File: config.mk
export PLATFORM = sky130hd
export DESIGN_NAME = text_write_arbiter
export DESIGN_NICKNAME = d
export VERILOG_FILES = /design/src/rtl/text_pkg.sv /design/src/rtl/text_write_arbiter_rr.sv /design/src/rtl/text_write_arbiter.sv
export SDC_FILE = /design/constraint.sdc
export NUM_CORES = 1
export LEC_CHECK = 0
export ABC_AREA = 1
export CAP_MARGIN = 0
export CORE_MARGIN = 5
export CORE_UTILIZATION = 44
export CTS_CLUSTER_DIAMETER = 150
export DETAILED_ROUTE_END_ITERATION = 6
export GPL_TIMING_DRIVEN = 0
export HOLD_SLACK_MARGIN = 0.12
export PLACE_DENSITY = 0.86
export SYNTH_ARGS = -nofsm -noshare
export SYNTH_HDL_FRONTEND = slang
export SYNTH_SLANG_ARGS = --single-unit
File: constraint.sdc
create_clock -name clk50 -period 7.7 [get_ports clk50]
set_input_delay 1.54 -clock clk50 [delete_from_list [all_inputs] [get_ports clk50]]
set_output_delay 1.54 -clock clk50 [all_outputs]
set_load 0.02 [all_outputs]
File: src/rtl/text_pkg.sv
// Shared constants, cell layout and FSM encoding for the text-plane write path.
package text_pkg;

  localparam int COLS   = 120;
  localparam int ROWS   = 61;
  localparam int CELLS  = COLS * ROWS;
  localparam int ADDR_W = 13;
  localparam int DATA_W = 18;

  localparam int CHAR_LSB = 0;
  localparam int CHAR_MSB = 7;
  localparam int FG_LSB   = 8;
  localparam int FG_MSB   = 11;
  localparam int BG_LSB   = 12;
  localparam int BG_MSB   = 15;
  localparam int BL_LSB   = 16;
  localparam int BL_MSB   = 17;

  localparam logic [ADDR_W-1:0] CELLS_A   = ADDR_W'(CELLS);
  localparam logic [ADDR_W-1:0] LAST_ADDR = ADDR_W'(CELLS - 1);

  typedef enum logic [2:0] {
    ST_IDLE    = 3'd0,
    ST_SETUP   = 3'd1,
    ST_STROBE  = 3'd2,
    ST_CSETUP  = 3'd3,
    ST_CSTROBE = 3'd4
  } arb_state_e;

  function automatic logic [DATA_W-1:0] cell_word(input logic [1:0] bl,
                                                  input logic [3:0] bg,
                                                  input logic [3:0] fg,
                                                  input logic [7:0] ch);
    logic [DATA_W-1:0] w;
    w = '0;
    w[CHAR_MSB:CHAR_LSB] = ch;
    w[FG_MSB:FG_LSB]     = fg;
    w[BG_MSB:BG_LSB]     = bg;
    w[BL_MSB:BL_LSB]     = bl;
    return w;
  endfunction

endpackage

File: src/rtl/text_write_arbiter_rr.sv
// Combinational round-robin pick: first valid index strictly after the pointer, cyclically.
module rr_arbiter #(
  parameter int N  = 4,
  parameter int IW = $clog2(N)
) (
  input  logic [N-1:0]  valid_i,
  input  logic [IW-1:0] ptr_i,
  output logic [N-1:0]  grant_o,
  output logic [IW-1:0] idx_o,
  output logic          any_o
);

  logic [IW-1:0] cand;

  always_comb begin
    any_o   = 1'b0;
    idx_o   = '0;
    grant_o = '0;
    cand    = '0;
    for (int k = 1; k <= N; k++) begin
      cand = IW'((int'(ptr_i) + k) % N);
      if (!any_o && valid_i[cand]) begin
        any_o         = 1'b1;
        idx_o         = cand;
        grant_o[cand] = 1'b1;
      end
    end
  end

endmodule

File: src/rtl/text_write_arbiter.sv
// Round-robin sharing of the TextGraphic write port with a built-in screen-clear sequencer.
module text_write_arbiter
  import text_pkg::*;
#(
  parameter int NREQ = 4
) (
  input  logic                     clk50,
  input  logic                     Reset,
  input  logic [NREQ-1:0]          ReqValid,
  output logic [NREQ-1:0]          ReqReady,
  input  logic [NREQ*ADDR_W-1:0]   ReqAddr,
  input  logic [NREQ*DATA_W-1:0]   ReqData,
  input  logic                     ClearStart,
  input  logic [DATA_W-1:0]        ClearData,
  output logic                     ClearBusy,
  output logic                     ClearDone,
  output logic                     AddrErr,
  output logic [ADDR_W-1:0]        WAddr,
  output logic [DATA_W-1:0]        WData,
  output logic                     Write
);

  localparam int IW = $clog2(NREQ);

  arb_state_e          state_q;
  logic [ADDR_W-1:0]   waddr_q;
  logic [DATA_W-1:0]   wdata_q;
  logic                write_q;
  logic                busy_q;
  logic                pend_q;
  logic                done_q;
  logic                err_q;
  logic [IW-1:0]       ptr_q;

  logic [NREQ-1:0]     gnt_oh;
  logic [IW-1:0]       gnt_idx;
  logic                gnt_any;
  logic [ADDR_W-1:0]   sel_addr;
  logic [DATA_W-1:0]   sel_data;
  logic                clr_req;
  logic                clr_go;
  logic                grant_ok;
  logic                addr_bad;

  rr_arbiter #(.N(NREQ), .IW(IW)) u_rr (
    .valid_i (ReqValid),
    .ptr_i   (ptr_q),
    .grant_o (gnt_oh),
    .idx_o   (gnt_idx),
    .any_o   (gnt_any)
  );

  always_comb begin
    sel_addr = '0;
    sel_data = '0;
    for (int i = 0; i < NREQ; i++) begin
      if (gnt_idx == IW'(i)) begin
        sel_addr = ReqAddr[i*ADDR_W +: ADDR_W];
        sel_data = ReqData[i*DATA_W +: DATA_W];
      end
    end
  end

  // A clear request arriving in IDLE pre-empts any same-cycle grant.
  assign clr_req  = ClearStart && !busy_q;
  assign clr_go   = (state_q == ST_IDLE) && (pend_q || clr_req);
  assign grant_ok = (state_q == ST_IDLE) && !clr_go && gnt_any;
  assign addr_bad = (sel_addr >= CELLS_A);
  assign ReqReady = (grant_ok && !Reset) ? gnt_oh : '0;

  always_ff @(posedge clk50 or posedge Reset) begin
    if (Reset) begin
      state_q <= ST_IDLE;
      waddr_q <= '0;
      wdata_q <= '0;
      write_q <= 1'b0;
      busy_q  <= 1'b0;
      pend_q  <= 1'b0;
      done_q  <= 1'b0;
      err_q   <= 1'b0;
      ptr_q   <= IW'(NREQ - 1);
    end else begin
      done_q <= 1'b0;
      if (clr_req) busy_q <= 1'b1;
      if (clr_req && !clr_go) pend_q <= 1'b1;
      case (state_q)
        ST_IDLE: begin
          if (clr_go) begin
            pend_q  <= 1'b0;
            waddr_q <= '0;
            wdata_q <= ClearData;
            state_q <= ST_CSETUP;
          end else if (grant_ok) begin
            ptr_q <= gnt_idx;
            if (addr_bad) begin
              err_q <= 1'b1;
            end else begin
              waddr_q <= sel_addr;
              wdata_q <= sel_data;
              state_q <= ST_SETUP;
            end
          end
        end
        ST_SETUP: begin
          write_q <= 1'b1;
          state_q <= ST_STROBE;
        end
        ST_STROBE: begin
          write_q <= 1'b0;
          state_q <= ST_IDLE;
        end
        ST_CSETUP: begin
          write_q <= 1'b1;
          state_q <= ST_CSTROBE;
        end
        ST_CSTROBE: begin
          write_q <= 1'b0;
          if (waddr_q == LAST_ADDR) begin
            busy_q  <= 1'b0;
            done_q  <= 1'b1;
            state_q <= ST_IDLE;
          end else begin
            waddr_q <= waddr_q + ADDR_W'(1);
            state_q <= ST_CSETUP;
          end
        end
        default: state_q <= ST_IDLE;
      endcase
    end
  end

  assign WAddr     = waddr_q;
  assign WData     = wdata_q;
  assign Write     = write_q;
  assign ClearBusy = busy_q;
  assign ClearDone = done_q;
  assign AddrErr   = err_q;

endmodule

# Word level (Yosys, flattened, before mapping)
# Index checks and enable logic that the tools add are counted.
# totals
regBits,41
latchBits,0
mem_bits_rw,0
rom_bits,0
inputBits,149
output_inout_bits,39
word_cells,130
n_memories,0
# classes
n_addsub,5
mul,0
n_div,0
order_cmp,9
eq_ne,12
shift,0
mux,59
bitwise_logic,4
reduce_logical,32
# ops
op,n
two-way mux 18 bit,7
two-way mux 13 bit,8
one-hot mux 13 bit (2 select lines),1
two-way mux 1 bit,20
two-way mux 4 bit,5
adder 13 x 1 -> 13 bit (second input constant),1
== test 13 bit (second input constant),1
>= comparator 13 bit (second input constant),1
logical AND 1 bit,13
< comparator 2 x 3 -> 1 bit (second input constant),4
OR 4 bit,3
one-hot mux 3 bit (4 select lines),1
two-way mux 2 bit,5
two-way mux 3 bit,3
binary-select mux 1 bit (select 2 bit),4
demux 1 bit (select 2 bit),4
>= comparator 2 x 1 -> 1 bit (second input constant),4
AND reduction 4 bit,2
== test 3 x 2 -> 1 bit (second input constant),2
logical NOT 1 bit,6
inequality test 3 bit (second input constant),2
AND reduction 3 bit,2
nonzero test 2 bit,3
adder 2 x 1 -> 2 bit (second input constant),2
other kinds (13),17

# Depth between registers and ports, before layout
# Gate-level depths: netlist (run 1).
# logic_depth
depth_word,23
mapped_depth,25

# Cells and area by module
# A second synthesis (run 1) with hierarchy kept.
# hier_totals
cells_unflattened,537
area_unflattened_um2,3627.2
# modules_own_cells
mod,n_inst,cells_per_inst,area_per_inst_um2,seq_area_each_um2
text_write_arbiter,1,456,3091.7,1028.5
rr_arbiter,1,81,535.5,0.0

# Least setup slack after synthesis (run 1)
# Ideal clock, no wire load.
# synth_timing
kind,input -> output
start,input ReqValid[3]
end,output ReqReady[1]
arrival_ns,2.614
required_ns,6.160
setup_slack_ns,3.546
cell_stages,10
n_path_buf,0
cell_sequence,nand2_1 > nand2_1 > nand2_1 > nand2_1 > o21ai_0 > inv_1 > nand2_1 > nor2_1 > inv_1 > a21oi_1
# synth_between
elab_chain_len,15
elab_cells_between_ends,28
cone_classes,mux: 17; bitwise: 3; reduce/logical: 8
# synth_lines
element,line,text
start: declaration,text_write_arbiter.sv:9,"input logic [NREQ-1:0] ReqValid,"
binary-select mux 1 bit (select 2 bit),text_write_arbiter_rr.sv:22,if (!any_o && valid_i[cand]) begin
two-way mux 1 bit (not written as such),text_write_arbiter_rr.sv:22,
two-way mux 1 bit,text_write_arbiter_rr.sv:22,
logical NOT 1 bit,text_write_arbiter_rr.sv:22,
logical AND 1 bit,text_write_arbiter_rr.sv:22,
two-way mux 1 bit,text_write_arbiter_rr.sv:22,
logical NOT 1 bit,text_write_arbiter_rr.sv:22,
logical AND 1 bit,text_write_arbiter_rr.sv:22,
two-way mux 1 bit,text_write_arbiter_rr.sv:22,
logical NOT 1 bit,text_write_arbiter_rr.sv:22,
logical AND 1 bit,text_write_arbiter_rr.sv:22,
two-way mux 1 bit,text_write_arbiter_rr.sv:22,
logical AND 1 bit,text_write_arbiter.sv:67,assign grant_ok = (state_q == ST_IDLE) && !clr_go && gnt_any;
logical AND 1 bit,text_write_arbiter.sv:69,assign ReqReady = (grant_ok && !Reset) ? gnt_oh : '0;
two-way mux 4 bit (*),text_write_arbiter.sv:69,
end: declaration,text_write_arbiter.sv:10,"output logic [NREQ-1:0] ReqReady,"
# Mark *: on every way between the ends. The rest lies on a longest branch, timed or not. The select of a mux whose other input is x is not followed.

# Final worst setup path (run 1)
# layout_timing
start,input ReqValid[1]
end,output ReqReady[2]
# The elaborated chain is that of the path after synthesis.

==> flow_summary.yaml, run 1 <==
outcome:
  status: "completed"
clocking:
  root_buffer: "clkbuf_8"
  cts_setup_buffers: 0
  cts-resized-gates: 0
  insertion_delay_ps: 300
  clock_path_buffers: 2
  cts_hold_buf: 0
  clock_sinks: 41
  path_clk_slew_ps: 80
  cts_tree: "built"
  cts_buffers: 5
  cts_max_level: 2
yosys:
  synth_edf_count: 0
  synth_top_cell_by_area: "dfrtp_1"
  synth-main-ff-cell: "dfrtp_1"
  ys_seq_elements: 41
  netlist_instances: 543
  synth-seq-area-share_pct: 28.9
  avgSynthCellArea_um2: 6.54
  yosys-top-cells-area: "dfrtp_1, nand2_1, o21ai_0, inv_1, nor2_1"
  yosys_warnings: 0
  async_flop_share_pct: 100
  yosysUniqueCellTypes: 41
  syn_nets: 699
  syn_area_mm2: 0.00355
  synth_top_area_share_pct: 27.5
die:
  rows: 32
  die-area_mm2: 0.00997
  ioPinCount: 188
  die_w_um: 99.9
  dieHeight_um: 99.9
  start_util_pct: 45.5
  core_area_mm2: 0.00781
worst_setup_path:
  crit_type: "input pin to output port"
  cp_data_arrival_time_ps: 3830
  crit_buf_inv: 5
  critical_path.top_delay_family: "buffers and inverters"
  crit_path_max_incr_delay_ps: 620
  path_cells: "clkdlybuf4s50_1 -> inv_1 -> nand2_1 -> nand3_1 -> nand2_1 -> o21ai_0 -> inv_1 -> nand2_1 -> nor2_1 -> inv_1 -> a21oi_1 -> clkdlybuf4s50_1"
  worstPathRequired_ps: 6160
  crit_fanout: 7
  slowest_stage: "clkdlybuf4s50_1"
  endpoint_kind: "output port"
  cp-start-kind: "input pin"
final_layout:
  num-fill-cells: 659
  post-route-util_pct: 72.3
  antenna_cells: 0
  syn_to_final_growth_pct: 58.8
  fin_cells: 839
  final_cell_area_mm2: 0.00564
  nNetsFinal: 893
  drive_above_1_share_pct: 6.92
placement:
  portBuffers: 187
  dp.cells: 832
  dp_hpwl_um: 11800
  postPlaceCellArea_mm2: 0.00555
  gp_congestion: 0.901
grt:
  grt_max_degree: 42
  antenna_found_initial: 0
  grt_pass1_wl_um: 22100
  grt_pass1_vias: 4489
  grt_overflow: 0
  grtUsageTotal_pct: 27.7
power_and_ir_drop:
  power_density_mw_per_mm2: 536
  ir_drop_uv: 323
  power.leakage_nw: 2.54
sta:
  tns_ps: 0
  fmax_mhz: 186
  setup_viol: 0
  slew_headroom_pct: 42.4
  hold_viol: 0
  slew_viol_final: 0
  rsz0062_at_grt: "false"
  worstMarginPinSlew_ps: 863
  period_share_pct: 69.7
  layout_min_cycle_time_ps: 5370
  skew_ps: 10.0
detailed_routing:
  wl_per_cell_um: 16.8
  wl_um: 14100
  vias: 4514
  drtPass1Iterations: 5
  first_iter_violations: 219
  drtAntennaViolNets: 0
  drc: 0
  vias_per_cell: 5.38
min_path:
  hold_class: "flip-flop to flip-flop"
job:
  drv_cap: 0
[layout by cell type, fill, tap and decap left out, types with 2 or more instances in the layout]
master / instances
a21oi_1: 16
a21oi_2: 2
a221oi_1: 20
a22oi_1: 19
a31oi_1: 3
a32o_1: 4
buf_2: 3
buf_4: 2
buf_6: 5
clkbuf_1: 15
clkbuf_8: 6
clkdlybuf4s50_1: 187
dfrtp_1: 39
dfstp_2: 2
ha_1: 7
inv_1: 47
inv_2: 5
inv_4: 3
nand2_1: 185
nand2_2: 7
nand2_4: 6
nand3_1: 31
nand3_2: 2
nand3_4: 2
nand4_1: 8
nor2_1: 47
nor3_1: 4
nor4_1: 2
o211ai_1: 2
o21ai_0: 37
o21ai_1: 2
o21bai_1: 2
o22ai_1: 2
o31ai_1: 2
or2_1: 2
[kinds of logic (layout without fill, tap and decap cells)]
kind of cell / after synthesis / count (layout) / share of synthesized area (%)
buffers and inverters: 82 / 276 / 10.4
and+or+nand+nor: 299 / 299 / 36.9
adders and majority gates: 7 / 7 / 2.46
DFF: 41 / 41 / 28.9
AOI/OAI and AO/OA: 114 / 114 / 21.3
[flip-flops by register name, summed over array words and instances, names as in the netlist]
| register | count |
|---|---|
| pend_q | 1 |
| AddrErr | 1 |
| state_q | 3 |
| ClearDone | 1 |
| ClearBusy | 1 |
| ptr_q | 2 |
| Write | 1 |
| WAddr | 13 |
| WData | 18 |
[report_power, final]
| group | switching (W) | internal [W] | leakage (nW) |
|---|---|---|---|
| logic | 0.00153 | 0.000919 | 1.99 |
| clock network | 0.0000779 | 0.0000710 | 0.0433 |
| registers | 0.0000914 | 0.000333 | 0.507 |
[metrics by stage]
stage,power (W),setup WS (ps),hold slack [ps]
after global placement,0.00279,2430,463
after global routing,0.00330,2180,511
after CTS,0.00300,2370,486
after detailed placement,0.00285,2380,464
final,0.00302,2330,483
after floorplan,0.00208,3550,449
[tightest hold or removal path: cells and delay by family (launching register included)]
family / cells / cell delay, ps
AND/OR/NAND/NOR: 2 / 100
flip-flops: 1 / 350
[per-layer routing]
metal | GRT usage, % | up-vias | wire length (um)
met1 | 34.4 | 2081 | 5500
li1 | - | 2206 | -
met2 | 48.6 | 199 | 7140
met3 | 5.70 | 28 | 1080
met5 | 0 | - | 0
met4 | 7.88 | 0 | 340
[cell usage after synthesis (2+ instances only)]
library cell / count
nand4_1: 8
o211ai_1: 2
nand3_2: 2
buf_4: 2
nand2_1: 185
a31oi_1: 3
o22ai_1: 2
o21bai_1: 2
nor4_1: 2
inv_2: 4
nand3_4: 2
nand3_1: 31
or2_1: 2
nand2_2: 7
o31ai_1: 2
nor2_1: 47
a32o_1: 4
clkbuf_1: 15
a221oi_1: 20
nand2_4: 6
buf_6: 5
dfrtp_1: 39
nor3_1: 4
inv_1: 48
a21oi_1: 16
a22oi_1: 19
o21ai_0: 37
inv_4: 3
dfstp_2: 2
o21ai_1: 2
ha_1: 7
buf_2: 3
a21oi_2: 2
[worst paths after layout]
kind | cells after the start | end | startpoint | slack [ps]
min in group asynchronous | 2 | ClearDone$_DFF_PP0_ | Reset | 1780
min reg2reg | 2 | WData[17]$_DFFE_PP0P_ | WData[17]$_DFFE_PP0P_ | 480
max in group asynchronous | 2 | state_q[0]$_DFFE_PP0P_ | Reset | 5370
max | 12 | ReqReady[2] | ReqValid[1] | 2330
max reg2reg | 21 | WAddr[6]$_DFFE_PP0P_ | ptr_q[0]$_DFFE_PP1P_ | 4230
min | 2 | WData[17]$_DFFE_PP0P_ | WData[17]$_DFFE_PP0P_ | 480
[layout make-up]
| cell class | count | area (um2) | area share (%) |
|---|---|---|---|
| plain buffers | 25 | 143 | 2.53 |
| clock buffers | 6 | 82.6 | 1.46 |
| clock inverters | 1 | 7.51 | 0.133 |
| inverters | 57 | 226 | 4.01 |
| multi-input cells | 420 | 2160 | 38.2 |
| flip-flops and latches | 41 | 1030 | 18.2 |
| well taps | 102 | 128 | 2.26 |
| repair buffers | 187 | 1870 | 33.2 |
No activity file was read; power rests on OpenSTA's default activity.
==> inputs of run 2 (changes only) <==
--- a/config.mk
+++ b/config.mk
@@ -8,12 +8,12 @@
 export ABC_AREA = 1
 export CAP_MARGIN = 0
 export CORE_MARGIN = 5
-export CORE_UTILIZATION = 44
+export CORE_UTILIZATION = 36
 export CTS_CLUSTER_DIAMETER = 150
 export DETAILED_ROUTE_END_ITERATION = 6
 export GPL_TIMING_DRIVEN = 0
 export HOLD_SLACK_MARGIN = 0.12
-export PLACE_DENSITY = 0.86
+export PLACE_DENSITY = 0.75
 export SYNTH_ARGS = -nofsm -noshare
 export SYNTH_HDL_FRONTEND = slang
 export SYNTH_SLANG_ARGS = --single-unit
==> constraint.sdc (replaced) <==
create_clock -name clk50 -period 4.85 [get_ports clk50]
set_input_delay 0.97 -clock clk50 [delete_from_list [all_inputs] [get_ports clk50]]
set_output_delay 0.97 -clock clk50 [all_outputs]
set_load 0.02 [all_outputs]
==> run 2 against run 1 <==
Net effect:
- combinational power is 60% higher
- via count is 0.38% lower
- clock skew is 3.4 ps lower
==> flow_summary.yaml, run 2 (synthesis results as in run 1) <==
detailed_routing:
  wl_met2_um: 7040
  vias_per_cell: 5.17
  wl_um: 14300
  wl_met1_um: 5940
  met3_length_um: 1030
  drc: 0
  wl_per_cell_um: 16.5
  drtAntennaViolNets: 0
  first_iter_violations: 321
  topRoutingLayerUsed: "met4"
  vias: 4497
  drtPass1Iterations: 6
die:
  die_w_um: 109
  start_util_pct: 36.7
  rows: 36
  die-area_mm2: 0.0120
  dieHeight_um: 109
  core_area_mm2: 0.00968
  ioPinCount: 188
clocking:
  cts_hold_buf: 0
  root_buffer: "clkbuf_8"
  clock_sinks: 41
  insertion_delay_ps: 300
  path_clk_slew_ps: 70
  clock_path_buffers: 2
  cts_max_level: 2
  cts_tree: "built"
  cts_buffers: 5
  cts-resized-gates: 0
  cts_setup_buffers: 0
final_layout:
  final_common_cell: "clkdlybuf4s50_1"
  layout_common_cells: "clkdlybuf4s50_1, nand2_1, inv_1, nor2_1, dfrtp_1"
  drive_above_1_share_pct: 6.78
  num-fill-cells: 925
  syn_to_final_growth_pct: 59.8
  final_cell_area_mm2: 0.00568
  nNetsFinal: 893
  fin_cells: 870
  largest_register_ffs: 18
  antenna_cells: 0
  post-route-util_pct: 58.6
worst_setup_path:
  worstPathRequired_ps: 3880
  slowest_stage: "clkdlybuf4s50_1"
  path_cells: "clkdlybuf4s50_1 -> nand2_1 -> nand2_1 -> nand2_1 -> nand2_1 -> o21ai_0 -> inv_1 -> nand2_1 -> nor2_1 -> inv_1 -> a21oi_1 -> clkdlybuf4s50_1"
  endpoint_kind: "output port"
  crit_path_max_incr_delay_ps: 630
  reg2reg_slack_ps: 1340
  worst_path_most_repeated_cell: "nand2_1"
  r2r_cells: 21
  r2r-end: "WAddr[3]$_DFFE_PP0P_"
  cp-start-kind: "input pin"
  crit_type: "input pin to output port"
  crit_buf_inv: 4
  cp_data_arrival_time_ps: 3310
  r2r_start: "ptr_q[0]$_DFFE_PP1P_"
  crit_fanout: 7
  critical_path.top_delay_family: "buffers and inverters"
power_and_ir_drop:
  power.leakage_nw: 2.54
  ir_drop_uv: 372
  p_total_w: 0.00482
  power_density_mw_per_mm2: 848
sta:
  slew_viol_final: 0
  hold_viol: 0
  layout_min_cycle_time_ps: 4280
  rsz0062_at_grt: "false"
  fmax_mhz: 234
  tns_ps: 0
  slew_headroom_pct: 42.8
  skew_ps: 6.58
  setup_viol: 0
  period_share_pct: 88.2
  worstMarginPinSlew_ps: 857
outcome:
  status: "completed"
job:
  drv_cap: 0
placement:
  dp_hpwl_um: 11900
  dp.cells: 863
  gp_congestion: 0.935
  postPlaceCellArea_mm2: 0.00559
  portBuffers: 187
min_path:
  hold_start: "state_q[1]$_DFFE_PP0P_"
  hold_depth: 1
  holdPathEnd: "Write$_DFFE_PP0P_"
  hold_class: "flip-flop to flip-flop"
grt:
  grt_max_degree: 42
  antenna_found_initial: 0
  grt_overflow: 0
  grt_pass1_vias: 4434
  grtUsageTotal_pct: 23.9
  grt_pass1_wl_um: 22300
==> run 2: changes by cell type in the layout (fill, tap and decap cells not counted) <==
cell	before	now
clkbuf_1	15	16
clkinvlp_4	1	0
==> run 2: stage by stage <==
stage               setup WS, ps  hold slack [ps]
global placement             708              459
global route                 426              515
CTS                          639              479
floorplan                   1840              449
finish                       573              483
detailed placement           649              466
==> run 2: final cells by class <==
| type | instances | area (um2) | area share [%] |
|---|---|---|---|
| timing repair buffer | 187 | 1870 | 33.0 |
| clock buffer | 7 | 86.3 | 1.52 |
| buffer | 25 | 143 | 2.51 |
| multi-input combinational | 420 | 2160 | 38.0 |
| tap | 133 | 166 | 2.93 |
| sequential | 41 | 1030 | 18.1 |
| inverter | 57 | 226 | 3.99 |
==> run 2: how the worst max path moves through the flow <==
stage	startpoint	slack (ps)	end	cells after the start
final	ReqValid[3]	570	ReqReady[2]	12
after global routing	ReqValid[3]	430	ReqReady[2]	12
after CTS	ReqValid[3]	640	ReqReady[2]	12
after detailed placement	ReqValid[3]	650	ReqReady[2]	12
after global placement	ReqValid[3]	710	ReqReady[1]	12
after floorplan	ReqValid[3]	1840	ReqReady[1]	10
==> run 2: per-layer routing <==
metal	GRT usage [%]	vias to the layer above
li1	-	2215
met1	32.3	2085
met2	39.3	172
met3	4.70	25
met4	5.79	0
met5	0	-
==> run 2: power by group <==
part	total, W	switching, W	internal [W]
clock network	0.000229	0.000116	0.000113
logic	0.00391	0.00245	0.00146
registers	0.000681	0.000153	0.000528
==> inputs of run 3 (changes only) <==
--- a/config.mk
+++ b/config.mk
@@ -9,7 +9,7 @@
 export CAP_MARGIN = 0
 export CORE_MARGIN = 5
 export CORE_UTILIZATION = 36
-export CTS_CLUSTER_DIAMETER = 150
+export CTS_CLUSTER_DIAMETER = 30
 export DETAILED_ROUTE_END_ITERATION = 6
 export GPL_TIMING_DRIVEN = 0
 export HOLD_SLACK_MARGIN = 0.12
==> results of run 3 <==
No change in the layout: final DEF, timing and power equal those of run 2.
==> variant 1, RTL diff (settings of run 3) <==
The 5 states of `arb_state_e` get a Gray code encoding in 3 bits.
--- a/src/rtl/text_pkg.sv
+++ b/src/rtl/text_pkg.sv
@@ -20,11 +20,11 @@
   localparam logic [ADDR_W-1:0] LAST_ADDR = ADDR_W'(CELLS - 1);
 
   typedef enum logic [2:0] {
-    ST_IDLE    = 3'd0,
-    ST_SETUP   = 3'd1,
-    ST_STROBE  = 3'd2,
-    ST_CSETUP  = 3'd3,
-    ST_CSTROBE = 3'd4
+    ST_IDLE    = 3'b000,
+    ST_SETUP   = 3'b001,
+    ST_STROBE  = 3'b011,
+    ST_CSETUP  = 3'b010,
+    ST_CSTROBE = 3'b110
   } arb_state_e;
 
   function automatic logic [DATA_W-1:0] cell_word(input logic [1:0] bl,
Function: no difference found for any inputs over 4 cycles, from zero or initial values and one cycle with Reset high; so few cycles prove little.
==> variant 1 against run 3 <==
Wire length down 2.6%. Clock skew up 4.9 ps. Count of clock-buffer cells in the layout down 2. Fmax up 1.4%. Worst setup slack better by 57 ps. Sequential power down 2%. Worst hold slack better by 0.68 ps. Design area up 0.73%. Synthesized cell count up 0.74%. Synthesized area up 0.42%. Power down 3.7%. Sequential cell count unchanged. Critical path depth down 3. Critical path type unchanged. Critical endpoint is now ReqReady[0]. Largest power group unchanged.
==> variant 1: results (changes against run 3) <==
| Metric | Value |
|---|---|
| Routability Congestion | `0.937 (+0.17%)` |
| Main area contributors after synthesis | `dfrtp_1 (27%), nand2_1 (21%), nand3_1 (7.2%)` |
| Seq/Total Area, Yosys | `28.8% (-0.12 points)` |
| Post-DR vias/cell | `5.08 (-1.7%)` |
| Status | `finished, final reports clean` |
| Relative slew margins | `42.7% (-0.045 points)` |
| Clock-pin transition on the worst setup and hold timing paths | `90 ps (+20 ps)` |
| WP data arrival | `3250 ps (-60 ps)` |
| Placed cell count | `867 (+0.46%)` |
| Cell variety after synth | `42 (+2.4%)` |
| Syn Inst Count | `547 (+0.74%)` |
| 1st-iter DRT viols | `220 (-31%)` |
| Layout Nets | `897 (+0.45%)` |
| P_sw | `2.57 mW (-5.6%)` |
| Leak | `2.54 nW (about the same)` |
| First-pass iteration count of the detailed router | `4 (-2)` |
| Fin cells | `875 (+0.57%)` |
| Post-Syn Nets | `703 (+0.57%)` |
| Final HPWL DP | `11,700 um (-1.7%)` |
| CP max FO | `6 (-1)` |
| Area after DPL | `5610 sq um (+0.27%)` |
| Pwr dens | `811 nW/um^2 (-4.4%)` |
| Overall Global Routing Usage | `23.4% (-0.48 points)` |
| Critical Path Max Stage Delay | `650 ps (+20 ps)` |
| Number of fillers in the final layout | `972 (+5.1%)` |
| VDD IR-drop max | `0.000334 V (-10%)` |
| Vias in the first global route | `4,437 (+0.068%)` |
| Routed len/inst | `16.0 um (-3.1%)` |
| First-pass GRT wire length | `22,000 um (-1.2%)` |
-- variant 1: layer usage --
layer	global-route usage [%]	wire length, um
met1	27.6	5430
met4	5.97	259
met3	6.17	1130
met2	42.0	7150
met5	0	0
-- variant 1: cell type report --
cell class | count | area share, %
Multi-Input combinational cell | 436 | 39.0
Timing Repair Buffer | 187 | 32.7
Sequential cell | 41 | 18.0
Inverter | 50 | 3.37
Tap cell | 133 | 2.91
Buffer | 20 | 2.01
Clock buffer | 5 | 1.20
Clock inverter | 3 | 0.766
-- variant 1: power by group through the flow --
stage	clock (mW)	sequential (mW)	combinational, mW
5_1_grt	0.306	0.687	4.12
6_report	0.288	0.664	3.69
2_1_floorplan	0	0.792	2.37
3_5_place_dp	0	0.665	3.69
4_1_cts	0.289	0.661	3.70
3_3_place_gp	0	0.657	3.60
-- variant 1: logic make-up (layout without fill, tap and decap cells) --
family / Yosys count / in the layout / share of synthesized area, %
muxes: 3 / 3 / 0.842
and+or+nand+nor: 325 / 325 / 41.8
AOI/OAI and AO/OA: 99 / 99 / 17.0
adders and majority gates: 7 / 7 / 2.45
DFF: 41 / 41 / 28.8
buffers and inverters: 70 / 265 / 8.63
xor gates and xnor gates: 2 / 2 / 0.491
-- variant 1: worst max-delay path: cells and delay by family --
kind | cells | cell delay, ps
buffers and inverters | 4 | 1250
AOI/OAI and AO/OA | 2 | 420
and+or+nand+nor | 3 | 600
-- variant 1: final timing paths --
kind | start | slack [ps] | to
max | ClearStart | 630 | ReqReady[0]
min | state_q[2] | 480 | state_q[2]
max reg2reg | ptr_q[0] | 1330 | WAddr[4]
min reg2reg | state_q[2] | 480 | state_q[2]
max in group asynchronous | Reset | 3110 | state_q[1]
min in group asynchronous | Reset | 1190 | WAddr[7]
==> variant 2, RTL diff (config.mk and constraints of run 3) <==
Made on the original files. Register the output `AddrErr` once more; this adds one clock of latency there. The other outputs are not delayed to match.
--- a/src/rtl/text_write_arbiter.sv
+++ b/src/rtl/text_write_arbiter.sv
@@ -134,7 +134,9 @@
   assign Write     = write_q;
   assign ClearBusy = busy_q;
   assign ClearDone = done_q;
-  assign AddrErr   = err_q;
+  always_ff @(posedge clk50) begin
+    AddrErr <= err_q;
+  end
 
 endmodule
 
Formal check against the unedited RTL: not equivalent (a bounded check fails within 4 cycles, from zero or initial values and one cycle with Reset high).
==> variant 2 against run 3 <==
Worst setup slack improved by 73 ps. Clock power rose by 22%. Die area fell by 2.6%. Design area fell by 1.5%. Power fell by 8.9%. Synthesized area fell by 2.9%. Global-route usage fell by 1.3 points. Wire length fell by 7.1%. Sequential cell count rose by 1. Non-clock buffer count fell by 5.
==> variant 2: results (changes against run 3) <==
| Metric | Value |
|---|---|
| Post-Syn Nets | `697 (-0.29%)` |
| Commonest cells in the netlist | `nand2_1 (225), inv_1 (40), dfrtp_1 (39), nand3_1 (39)` |
| Root Driver | `clkbuf_8` |
| Relative slew margins | `40.8% (-2.0 points)` |
| Initial antenna violation count | `0 (unchanged)` |
| R2R cell count | `19 (-9.5%)` |
| Vias in the first global route | `4,415 (-0.43%)` |
| Status | `finished, final reports clean` |
| Layout cell share with drive strength beyond 1 | `5.98% (-0.81 points)` |
| VDD IR-drop max | `0.000389 V (+4.7%)` |
| Yosys top cell area share | `28.3% (+0.82 points)` |
| Hold_sp | `err_q` |
| Yosys reg bits | `42 (+2.4%)` |
| Hold EP | `AddrErr` |
| Clock Skew | `12.7 ps (+6.12 ps)` |
| Post-Synth Adder-Cell Area | `2.54% (+0.073 points)` |
| Hold depth | `0 (-1)` |
| Final HPWL DP | `10,900 um (-8.3%)` |
| Routability Congestion | `0.914 (-2.2%)` |
| Flop2flop setup slack | `1290 ps (-50 ps)` |
| Post-DR vias/cell | `5.07 (-1.9%)` |
| Main area contributors after synthesis | `dfrtp_1 (28%), nand2_1 (24%), nand3_1 (5.7%)` |
| Leak | `2.45 nW (-3.6%)` |
| Die width | `108 um (-1.3%)` |
| Pin count of the biggest net entering global routing | `43 (+2.4%)` |
| Worst slack, placed | `582 ps (-66.8 ps)` |
| Cell variety after synth | `41 (unchanged)` |
| WP data arrival | `3230 ps (-80 ps)` |
| Hold_ws | `376 ps (-108 ps)` |
| Layout Nets | `891 (-0.22%)` |
| Post-CTS setup repair buffer count | `0 (unchanged)` |
| Compound-gate portion of the synthesized area | `13.8% (-7.5 points)` |
| Seq/Total Area, Yosys | `30.4% (+1.4 points)` |
| CP max FO | `42 (+35)` |
| Antenna fix cells | `0 (unchanged)` |
| IO Port Bufs | `187 (unchanged)` |
| Overall Global Routing Usage | `22.6% (-1.3 points)` |
| 1st-iter DRT viols | `286 (-11%)` |
| Drt total wl | `13,300 um (-7.1%)` |
| First-pass GRT wire length | `21,200 um (-4.9%)` |
| First-pass iteration count of the detailed router | `5 (-1)` |
| Ys async rst share | `97.6% (-2.4 points)` |
| Mux share of post-synthesis cell area | `2.32% (+2.3 points)` |
| Xor-xnor portion of the synthesized cell area | `0.254% (+0.25 points)` |
-- variant 2: area by class of cell --
class	count	area [sq um]
buffer	20	100
clock buffer	6	72.6
clock inverter	2	37.5
fill	883	3690
inverter	45	169
multi-input combinational	434	2130
sequential	42	1050
tap	129	161
timing repair buffer	187	1870
-- variant 2: metrics by stage --
stage / total power [mW] / util, % / TNS, ps / std cells / cell area, sq um
floorplan: 3.00 / - / 0 / 541 / 3450
global placement: 4.03 / 59.1 / -8.49 / 857 / 5480
detailed placement: 4.10 / 59.1 / 0 / 857 / 5480
CTS: 4.39 / 60.3 / 0 / 865 / 5590
global route: 4.83 / 60.3 / 0 / 865 / 5590
finish: 4.39 / 60.3 / 0 / 865 / 5590
-- variant 2: power by group --
part / internal [mW] / switching, mW / total (mW)
Sequential: 0.538 / 0.154 / 0.692
Clock: 0.154 / 0.125 / 0.279
Combinational: 1.29 / 2.13 / 3.41
-- variant 2: how the worst max path moves through the flow --
stage | start | end | slack, ps | cells after the start
after floorplan | Reset | ReqReady[3] | 1280 | 3
after global placement | Reset | ReqReady[3] | -8 | 5
after detailed placement | Reset | ReqReady[3] | 580 | 5
after CTS | Reset | ReqReady[3] | 570 | 5
after global routing | Reset | ReqReady[3] | 350 | 5
final | Reset | ReqReady[3] | 650 | 5
-- variant 2: routing by layer --
| layer | wire [um] | part of all wire, % | global-route usage (%) |
|---|---|---|---|
| met1 | 5280 | 40 | 26.7 |
| met2 | 6650 | 50 | 40.9 |
| met3 | 1110 | 8.3 | 5.88 |
| met4 | 268 | 2.0 | 5.14 |
| met5 | 0 | 0 | 0 |
-- variant 2: critical path, stage by stage --
cell and delay [ps]:
clkdlybuf4s50_1 410, inv_2 640, nand3_1 300, a41oi_1 250, clkdlybuf4s50_1 640
